**src/rtl/hub75_scanner.sv**
```systemverilog
// Reads a frame buffer through a 1-cycle-latency RAM port and drives a 1/16-scan HUB75
// panel: shift one row of pixel pairs, blank, latch, then display for ON_TIME cycles.
module hub75_scanner #(
  parameter int COL_BITS = 6,
  parameter int ROW_BITS = 4,
  parameter int ON_TIME  = 64
) (
  input  logic                         clk,
  input  logic                         reset,
  input  logic                         enable,
  output logic [COL_BITS+ROW_BITS-1:0] read_addr,
  output logic                         read_en,
  input  logic [7:0]                   read_data,
  output logic [2:0]                   rgb1,
  output logic [2:0]                   rgb2,
  output logic                         hub75_clk,
  output logic                         latch,
  output logic                         oe_n,
  output logic [ROW_BITS-1:0]          row_addr,
  output logic                         frame_start
);

  localparam int                  ADDR_BITS = COL_BITS + ROW_BITS;
  localparam logic [COL_BITS-1:0] LAST_COL  = '1;
  localparam logic [ROW_BITS-1:0] LAST_ROW  = '1;
  localparam logic [15:0]         ON_LOAD   = 16'(ON_TIME - 1);

  typedef enum logic [2:0] {
    IDLE, READ, SETUP, CLOCK, BLANK, LATCH, UNLATCH, DISPLAY
  } state_t;

  state_t                 state_q, state_d;
  logic [COL_BITS-1:0]    col_q, col_d;
  logic [ROW_BITS-1:0]    row_q, row_d;
  logic [15:0]            on_cnt_q, on_cnt_d;

  logic [ADDR_BITS-1:0]   read_addr_q, read_addr_d;
  logic                   read_en_q, read_en_d;
  logic [2:0]             rgb1_q, rgb1_d;
  logic [2:0]             rgb2_q, rgb2_d;
  logic                   hub75_clk_q, hub75_clk_d;
  logic                   latch_q, latch_d;
  logic                   oe_n_q, oe_n_d;
  logic [ROW_BITS-1:0]    row_addr_q, row_addr_d;
  logic                   frame_start_q, frame_start_d;

  // Each RAM byte packs the top-half pixel in [2:0] and the bottom-half pixel in [5:3].
  logic [2:0] pixel_field [2];
  genvar gi;
  generate
    for (gi = 0; gi < 2; gi++) begin : g_field
      assign pixel_field[gi] = read_data[3*gi +: 3];
    end
  endgenerate

  logic unused_data_bits;
  assign unused_data_bits = ^read_data[7:6];

  always_comb begin
    state_d       = state_q;
    col_d         = col_q;
    row_d         = row_q;
    on_cnt_d      = on_cnt_q;
    rgb1_d        = rgb1_q;
    rgb2_d        = rgb2_q;
    frame_start_d = 1'b0;

    case (state_q)
      IDLE: begin
        if (enable) begin
          col_d   = '0;
          state_d = READ;
        end
      end
      READ:  state_d = SETUP;
      SETUP: begin
        rgb1_d  = pixel_field[0];
        rgb2_d  = pixel_field[1];
        state_d = CLOCK;
      end
      CLOCK: begin
        if (col_q == LAST_COL) begin
          state_d = BLANK;
        end else begin
          col_d   = col_q + 1'b1;
          state_d = READ;
        end
      end
      BLANK: state_d = LATCH;
      LATCH: state_d = UNLATCH;
      UNLATCH: begin
        on_cnt_d = ON_LOAD;
        state_d  = DISPLAY;
      end
      DISPLAY: begin
        if (on_cnt_q == '0) begin
          col_d         = '0;
          row_d         = row_q + 1'b1;
          frame_start_d = (row_q == LAST_ROW);
          state_d       = enable ? READ : IDLE;
        end else begin
          on_cnt_d = on_cnt_q - 1'b1;
        end
      end
      default: state_d = IDLE;
    endcase

    // Outputs are registered off the next state so they line up with the state they belong to.
    read_en_d   = (state_d == READ);
    read_addr_d = (state_d == READ) ? {row_d, col_d} : read_addr_q;
    hub75_clk_d = (state_d == CLOCK);
    latch_d     = (state_d == LATCH);
    oe_n_d      = (state_d != DISPLAY);
    row_addr_d  = (state_d == LATCH) ? row_q : row_addr_q;
  end

  always_ff @(posedge clk) begin
    if (reset) begin
      state_q       <= IDLE;
      col_q         <= '0;
      row_q         <= '0;
      on_cnt_q      <= '0;
      read_addr_q   <= '0;
      read_en_q     <= 1'b0;
      rgb1_q        <= '0;
      rgb2_q        <= '0;
      hub75_clk_q   <= 1'b0;
      latch_q       <= 1'b0;
      oe_n_q        <= 1'b1;
      row_addr_q    <= '0;
      frame_start_q <= 1'b0;
    end else begin
      state_q       <= state_d;
      col_q         <= col_d;
      row_q         <= row_d;
      on_cnt_q      <= on_cnt_d;
      read_addr_q   <= read_addr_d;
      read_en_q     <= read_en_d;
      rgb1_q        <= rgb1_d;
      rgb2_q        <= rgb2_d;
      hub75_clk_q   <= hub75_clk_d;
      latch_q       <= latch_d;
      oe_n_q        <= oe_n_d;
      row_addr_q    <= row_addr_d;
      frame_start_q <= frame_start_d;
    end
  end

  assign read_addr   = read_addr_q;
  assign read_en     = read_en_q;
  assign rgb1        = rgb1_q;
  assign rgb2        = rgb2_q;
  assign hub75_clk   = hub75_clk_q;
  assign latch       = latch_q;
  assign oe_n        = oe_n_q;
  assign row_addr    = row_addr_q;
  assign frame_start = frame_start_q;

endmodule

```
**config.mk**
```make
export PLATFORM = sky130hd
export DESIGN_NAME = hub75_scanner
export DESIGN_NICKNAME = d
export VERILOG_FILES = /design/src/rtl/hub75_scanner.sv
export SDC_FILE = /design/constraint.sdc
export NUM_CORES = 1
export LEC_CHECK = 0
export CORE_MARGIN = 2
export CORE_UTILIZATION = 53
export CTS_CLUSTER_SIZE = 14
export DETAILED_ROUTE_END_ITERATION = 12
export HOLD_SLACK_MARGIN = 0.05
export PLACE_DENSITY = 0.82
export SLEW_MARGIN = 20
export SYNTH_ARGS = -nofsm -noshare
export SYNTH_HDL_FRONTEND = slang
export SYNTH_SLANG_ARGS = --single-unit
```
**constraint.sdc**
```tcl
create_clock -name clk -period 3.09 [get_ports clk]
set_input_delay 0.618 -clock clk [delete_from_list [all_inputs] [get_ports clk]]
set_output_delay 0.618 -clock clk [all_outputs]
set_load 0.01 [all_outputs]
```
# Word level (Yosys, flattened, before mapping)
# Index checks and enable logic that the tools add are counted.
# word_totals
register_bits	54
latchBits	0
ramBits	0
mem_bits_ro	0
input_bits	11
wordCells	50
n_memories	0
# op_classes
addsub	3
n_mul	0
div	0
n_lt_le_gt_ge	0
eq_ne	14
n_shift	0
muxes	13
bitwise	2
reduce_logical	5
# op_table
op	n
$pmux W16 S2	1
$pmux W3 S8	1
$mux W6	3
$pmux W6 S3	1
$logic_not A16 Y1	1
$mux W16	1
$sub A16 B1 Y16 const B	1
$eq A3 B3 Y1 const B	5
$eq A3 B2 Y1 const B	3
$mux W3	3
$mux W4	2
$add A6 B1 Y6 const B	1
$eq A3 B1 Y1 const B	2
$eq A6 B6 Y1 const B	1
$add A4 B1 Y4 const B	1
$eq A4 B4 Y1 const B	1
$logic_not A3 Y1	1
$ne A3 B3 Y1 const B	1
$reduce_or A3 Y1	1
$ne A2 B2 Y1 const B	1
$not A1 Y1	2
$reduce_and A2 Y1	1
$reduce_bool A2 Y1	1
$mux W1	1

# Logic depth before layout (Yosys ltp)
# Gate-level depths: netlist of run 1.
# logic_depth
word_depth	4
mapped_depth	8
depth_no_buf	7

# Worst setup path before layout of run 1
# No wires, ideal clock.
# synth_timing
kind	reg-to-reg
start	register on_cnt_q[7]
end	register read_addr_q[3] (netlist: read_addr[3])
setup_time_ns	0.121
arrival_ns	2.201
required_time_ns	2.969
path_slack_ns	0.768
stages_incl_launch_ff	7
period_less_slack_ns	2.322
path_cell_list	dfxtp_1 -> or4_1 -> buf_2 -> or2_4 -> or4_4 -> nand2_8 -> mux2_4
# synth_between
elab_chain_cells	4
# synth_lines
element	line_no	text
start: declaration	35	logic [15:0] on_cnt_q, on_cnt_d;
start signal: assignment	136	on_cnt_q <= on_cnt_d;
$logic_not A16 Y1 *	96	if (on_cnt_q == '0) begin
$mux W3	96	
$pmux W3 S8	68	case (state_q)
$eq A3 B1 Y1	110	read_addr_d = (state_d == READ) ? {row_d, col_d} : read_addr_q;
end signal: assignment	137	read_addr_q <= read_addr_d;
end: declaration	37	logic [ADDR_BITS-1:0] read_addr_q, read_addr_d;
# Mark *: on every way between the ends. The rest lies on a longest branch, timed or not.
# A chain may end at the register's enable or synchronous reset.

# Worst setup path after layout of run 1
# layout_timing
start	register on_cnt_q[7]
end	register read_addr_q[4] (netlist: read_addr[4])
# Same word-level chain as after synthesis.

==> results of run 1 <==
==> metal layers <==
metal,track usage [%],vias to the layer above
li1,-,1029
met1,27.8,1000
met2,35.3,43
met3,4.44,7
met4,7.97,0
met5,0,-
==> worst paths after layout <==
path / to / cells after the start / startpoint
worst max-delay path: read_addr[4] / 5 / on_cnt_q[7]
worst min-delay path: row_addr[3] / 2 / row_addr[3]
worst max register to register: read_addr[4] / 5 / on_cnt_q[7]
worst min register to register: row_addr[3] / 2 / row_addr[3]
==> critical path, stage by stage, from the launching register on <==
cell	delay (ns)
dfxtp_1	0.36
or4_1	0.65
or2_4	0.39
or4_4	0.63
nand2_8	0.14
mux2_4	0.30
==> logic make-up (layout without fill, tap and decap cells) <==
logic type / Yosys count / after routing / synth area share (%)
AO/OA/AOI/OAI: 53 / 53 / 14.2
XOR/XNOR: 17 / 17 / 6.07
flip-flops: 54 / 54 / 44.0
buffers and inverters: 19 / 49 / 3.26
multiplexers: 9 / 9 / 4.08
AND/OR/NAND/NOR: 114 / 114 / 26.8
adder cells (fa/ha/maj): 3 / 3 / 1.53
==> power breakdown <==
part | total [mW] | leakage [nW] | switching [mW] | internal [mW]
sequential | 0.731 | 0.437 | 0.0166 | 0.714
clock | 0.395 | 0.0441 | 0.235 | 0.160
combinational | 0.146 | 0.552 | 0.0759 | 0.0706
total | 1.27 | 1.03 | 0.327 | 0.944
==> final cells by class <==
class	count	area, um2	area share (%)
clock buffers	5	68.8	2.37
clock inverters	3	21.3	0.731
inverters	3	11.3	0.387
multi-input cells	196	1290	44.5
flip-flops and latches	54	1080	37.2
well taps	52	65.1	2.24
repair buffers	38	368	12.6
==> synthesized netlist by cell type (all sizes together) <==
library cell / n / area (um2)
nand4: 2 / 12.5
o211ai: 1 / 7.51
a41oi: 2 / 17.5
and4: 1 / 8.76
and3: 1 / 6.26
o31ai: 1 / 7.51
o2bb2ai: 1 / 8.76
buf: 4 / 23.8
and4b: 1 / 10.0
nor3b: 1 / 7.51
inv: 3 / 11.3
mux2i: 7 / 70.1
or4: 4 / 33.8
nor4b: 1 / 8.76
o41ai: 1 / 8.76
ha: 3 / 37.5
a21oi: 19 / 95.1
and3b: 1 / 8.76
nand3b: 1 / 7.51
nor3: 13 / 70.1
nand3: 9 / 45.0
nand2: 17 / 80.1
dfxtp: 54 / 1080
nand2b: 2 / 12.5
o21a: 2 / 15.0
nor2: 33 / 124
o31a: 1 / 8.76
or4b: 2 / 20.0
mux2: 2 / 30.0
xor2: 4 / 35.0
a211oi: 10 / 85.1
nor4bb: 2 / 20.0
or2: 5 / 33.8
o21ai: 8 / 40.0
a311oi: 2 / 17.5
and2: 2 / 12.5
or3: 4 / 25.0
clkbuf: 12 / 45.0
a21o: 1 / 7.51
nor4: 10 / 98.8
o2111ai: 2 / 17.5
nor2b: 2 / 12.5
a31oi: 2 / 12.5
xnor2: 13 / 114
==> stage by stage <==
stage | instances | worst slack, ns | instance area, um2 | power (mW)
finish | 351 | 0.522 | 2910 | 1.27
global route | 351 | 0.331 | 2910 | 1.32
CTS | 351 | 0.529 | 2910 | 1.28
detailed placement | 343 | 0.414 | 2820 | 0.892
global placement | 343 | 0.433 | 2820 | 0.887
floorplan | 269 | 0.768 | 2450 | 0.829
==> sequential cells by signal (all words and copies together) (netlist names) <==
signal,cells
on_cnt_q,16
read_addr,10
col_q,6
row_addr,4
row_q,4
rgb1,3
rgb2,3
state_q,3
frame_start,1
hub75_clk,1
latch,1
oe_n,1
read_en,1
==> qor.yml, run 1 <==
outcome:
  outcome: "finished clean"
die:
  pin_count: 36
  rows: 24
  start_util_pct: 55.6
  fp.dieH_um: 72.1
  coreArea_um2: 4410
  die_w_um: 72.1
  die_area_um2: 5190
grt:
  grt_pass1_vias: 1913
  grt_usage_pct: 21.4
  grt-ovfl-total: 0
  antenna_found_initial: 0
  grt_max_degree: 20
  grt_pass1_wl_mm: 8.80
timing:
  hold_ws_ns: 0.463
  period_share_pct: 83.1
  fmax_mhz: 389
  slew_headroom_pct: 58.8
  rsz0062_at_grt: "false"
  slew_violations: 0
  worst-slew-pin-transition_ns: 0.613
  finClkSkew_ns: 0.00854
  setup_viol: 0
  fin_tns_setup_ns: 0
  period_minus_slack_ns: 2.57
  hold_violations: 0
worst_setup_path:
  cp_data_required_time_ns: 3.30
  worst_setup_path_end_kind: "register"
  cp_max_fo: 12
  regToRegSetupSlack_ns: 0.52
  critPathKind: "reg2reg"
  worst_setup_path_start_kind: "register"
  cp.arrival_ns: 2.78
clock_tree:
  cts_tree: "yes"
  clock_path_buffers: 2
  path_clk_slew_ns: 0.09
  root_buffer: "clkbuf_8"
  htreeDepth: 2
  cts_setup_buffers: 0
  clock-sinks: 54
  post_cts_resized: 0
  cts_hold_buf: 0
  cts_buffers: 5
  clk_latency_ns: 0.31
cells_and_area:
  area_growth_pct: 18.5
  final_common_cell: "dfxtp_1"
  mostFrequentLayoutCells: "dfxtp_1 (54), nor2_1 (33), clkdlybuf4s50_1 (33)"
  drive_gt1_share_pct: 9.70
  antennaDiodeCount: 0
  final_core_util_pct: 65.9
  fin_nets: 312
  fillers: 372
yosys:
  ys_seq_elements: 54
  synth_cell_types: 54
  syn_inst: 269
  seq_area_frac_synth_pct: 44.0
  netlist_area_um2: 2450
  avgSynthCellArea_um2: 9.13
  synth_fp_nets: 283
  yosys_warnings: 0
routing:
  wl_met1_mm: 2.39
  route.met2.wl_mm: 2.55
  top_layer: "met4"
  wire_per_inst_um: 14.7
  drt-initial-drc-count: 120
  drtAntennaViolNets: 0
  drc: 0
  dr.pass1.iters: 4
  wl_met3_um: 157
  drt-vias-per-instance: 5.92
  drt_wl_total_mm: 5.18
  vias: 2079
min_path:
  hold_class: "reg2reg"
flow_run:
  max_cap_viol_count: 0
placement:
  place_congestion: 0.825
  port_buffers: 33
  hpwl_mm: 3.68
pwr:
  power_density_nw_per_um2: 437
  leakagePower_nw: 1.03
  vdd_ir_drop_max_uv: 272
No activity file was read; power rests on OpenSTA's default activity.
==> run 2, diff against run 1 <==
--- a/config.mk
+++ b/config.mk
@@ -6,11 +6,11 @@
 export NUM_CORES = 1
 export LEC_CHECK = 0
 export CORE_MARGIN = 2
-export CORE_UTILIZATION = 53
+export CORE_UTILIZATION = 48
 export CTS_CLUSTER_SIZE = 14
 export DETAILED_ROUTE_END_ITERATION = 12
 export HOLD_SLACK_MARGIN = 0.05
-export PLACE_DENSITY = 0.82
+export PLACE_DENSITY = 0.79
 export SLEW_MARGIN = 20
 export SYNTH_ARGS = -nofsm -noshare
 export SYNTH_HDL_FRONTEND = slang
==> constraint.sdc (replaced) <==
create_clock -name clk -period 2.3 [get_ports clk]
set_input_delay 0.46 -clock clk [delete_from_list [all_inputs] [get_ports clk]]
set_output_delay 0.46 -clock clk [all_outputs]
set_load 0.01 [all_outputs]
==> run 2 against run 1 <==
- sequential share of layout area shrank 2.3 points
- via count grew 0.96%
- design area grew 6.5%
- wire length grew 1.1%
- core utilization shrank 4.1 points
- fmax grew 14%
- largest cell class unchanged
- largest power group unchanged
==> qor.yml, run 2 (synthesis gave the netlist of run 1 again) <==
placement:
  pre_cts_ws_ns: -0.109  # was 0.414 ns
  place_congestion: 0.821  # was 0.825
  dpl_cell_area_um2: 2990  # was 2820 um2
  hpwl_mm: 3.64  # was 3.68 mm
  port_buffers: 33  # unchanged
timing:
  period_share_pct: 97.9  # was 83.1%
  setup_viol: 0  # unchanged
  fmax_mhz: 444  # was 389 MHz
  finalWorstSetupSlack_ns: 0.0480  # was 0.522 ns
  period_minus_slack_ns: 2.25  # was 2.57 ns
  slew_headroom_pct: 71.0  # was 58.8%
  worst-slew-pin-transition_ns: 0.435  # was 0.613 ns
  fin_tns_setup_ns: 0  # unchanged
  slew_violations: 0  # unchanged
  finClkSkew_ns: 0.00997  # was 0.00854 ns
  hold_violations: 0  # unchanged
pwr:
  leakagePower_nw: 1.12  # was 1.03 nW
  switching_power_mw: 0.438  # was 0.327 mW
  fin_total_pwr_mw: 1.75  # was 1.27 mW
  power_density_nw_per_um2: 566  # was 437 nW/um2
  combPwrFrac_pct: 12.2  # was 11.5%
  seq_power_share_pct: 56.0  # was 57.5%
  vdd_ir_drop_max_uv: 392  # was 272 uV
  p_int_mw: 1.31  # was 0.944 mW
  clkPwrFrac_pct: 31.8  # was 31.0%
  swShare_pct: 25.0  # was 25.7%
die:
  coreArea_um2: 5010  # was 4410 um2
  start_util_pct: 49.0  # was 55.6%
  die_w_um: 75.5  # was 72.1 um
  rows: 26  # was 24
  die_area_um2: 5700  # was 5190 um2
  fp.dieH_um: 75.5  # was 72.1 um
  pin_count: 36  # unchanged
routing:
  drt_wl_total_mm: 5.23  # was 5.18 mm
  drt-initial-drc-count: 83  # was 120
  drc: 0  # unchanged
  wire_per_inst_um: 13.6  # was 14.7 um
  vias: 2099  # was 2079
  drt-vias-per-instance: 5.44  # was 5.92
  dr.pass1.iters: 6  # was 4
  drtAntennaViolNets: 0  # unchanged
cells_and_area:
  largest_reg_flops: 16  # unchanged
  antennaDiodeCount: 0  # unchanged
  area_growth_pct: 26.1  # was 18.5%
  drive_gt1_share_pct: 15.2  # was 9.70%
  largest-register: "on_cnt_q"  # unchanged
  fin_nets: 329  # was 312
  design_area_um2: 3100  # was 2910 um2
  final_common_cell: "dfxtp_1"  # unchanged
  fillers: 448  # was 372
  mostFrequentLayoutCells: "dfxtp_1 (54), nor2_1 (33), clkdlybuf4s50_1 (33)"  # unchanged
grt:
  grt_max_degree: 43  # was 20
  grt_usage_pct: 19.3  # was 21.4%
  antenna_found_initial: 0  # unchanged
  grt_pass1_vias: 1857  # was 1913
  grt_pass1_wl_mm: 8.54  # was 8.80 mm
  grt-ovfl-total: 0  # unchanged
clock_tree:
  clk_latency_ns: 0.31  # about the same
  path_clk_slew_ns: 0.10  # was 0.09 ns
  cts_buffers: 5  # unchanged
  htreeDepth: 2  # unchanged
  cts_tree: "yes"  # unchanged
  clock_path_buffers: 2  # unchanged
  root_buffer: "clkbuf_8"  # unchanged
  clock-sinks: 54  # unchanged
worst_setup_path:
  cp.arrival_ns: 2.46  # was 2.78 ns
  critPathKind: "reg2reg"  # unchanged
  worst_setup_path_start_kind: "register"  # unchanged
  worst_setup_path_end_kind: "register"  # unchanged
  cp_data_required_time_ns: 2.50  # was 3.30 ns
  cp_max_fo: 4  # was 12
min_path:
  hold_class: "reg2reg"  # unchanged
flow_run:
  max_cap_viol_count: 0  # unchanged
outcome:
  outcome: "finished clean"  # unchanged
run 2: changes by cell type in the layout (fill, tap and decap cells not counted), sizes merged:
cell    before  now
clkbuf       5    6
clkinv       2    1
buf          5   22
run 2: stage by stage:
stage	instances	utilization (%)	hold WS, ns
2_1_floorplan	269	-	0.441
3_3_place_gp	377	59.6	0.448
3_5_place_dp	377	59.6	0.450
4_1_cts	385	61.5	0.462
5_1_grt	386	61.8	0.480
6_report	386	61.8	0.463
run 2: timing repair:
action                     CTS  global route
gates resized for setup      0             3
setup endpoints to repair    0             5
setup buffers                0             1
hold endpoints to repair     0             0
hold buffers                 0             0
run 2: path summary, 6_finish.rpt:
kind	start	end	slack, ns	depth (start not counted)
worst max-delay path	on_cnt_q[12]	read_addr[3]	0.05	5
worst min-delay path	row_addr[2]	row_addr[2]	0.46	2
worst max register to register	on_cnt_q[12]	read_addr[3]	0.05	5
worst min register to register	row_addr[2]	row_addr[2]	0.46	2
run 2: final cells by class:
cell class	instances	area (um2)	share of cell area [%]
multi-input combinational	196	1300	42.0
sequential	54	1080	34.9
tap	70	87.6	2.83
timing repair buffer	55	520	16.8
clock inverter	2	12.5	0.404
inverter	3	11.3	0.364
clock buffer	6	82.6	2.67
run 2: power groups by stage:
stage | logic [mW] | clock network [mW] | registers (mW)
floorplan | 0.113 | 0 | 1.00
global placement | 0.210 | 0 | 1.00
detailed placement | 0.213 | 0 | 1.00
CTS | 0.214 | 0.565 | 0.981
global route | 0.232 | 0.599 | 0.985
finish | 0.214 | 0.556 | 0.982
run 2: critical path, cell delays in order (launching register included):
cell,delay [ns]
dfxtp_1,0.35
or4_4,0.53
or2_4,0.27
or4_4,0.60
nand2_8,0.10
mux2_4,0.29
run 2: routing by layer:
layer  up-vias  global-route usage (%)  share of wire (%)
met4         0                    5.46                1.1
met1       979                    27.0                 48
met3         7                    3.70                3.7
met5         -                       0                  0
li1       1069                       -                  -
met2        44                    30.4                 47
==> run 3, diff against run 2 <==
--- a/config.mk
+++ b/config.mk
@@ -9,8 +9,10 @@
 export CORE_UTILIZATION = 48
 export CTS_CLUSTER_SIZE = 14
 export DETAILED_ROUTE_END_ITERATION = 12
+export GPL_TIMING_DRIVEN = 1
 export HOLD_SLACK_MARGIN = 0.05
 export PLACE_DENSITY = 0.79
+export SKIP_CTS_REPAIR_TIMING = 1
 export SLEW_MARGIN = 20
 export SYNTH_ARGS = -nofsm -noshare
 export SYNTH_HDL_FRONTEND = slang
==> results of run 3 <==
Same layout as run 2: the final DEF is identical, and so are final timing and power.
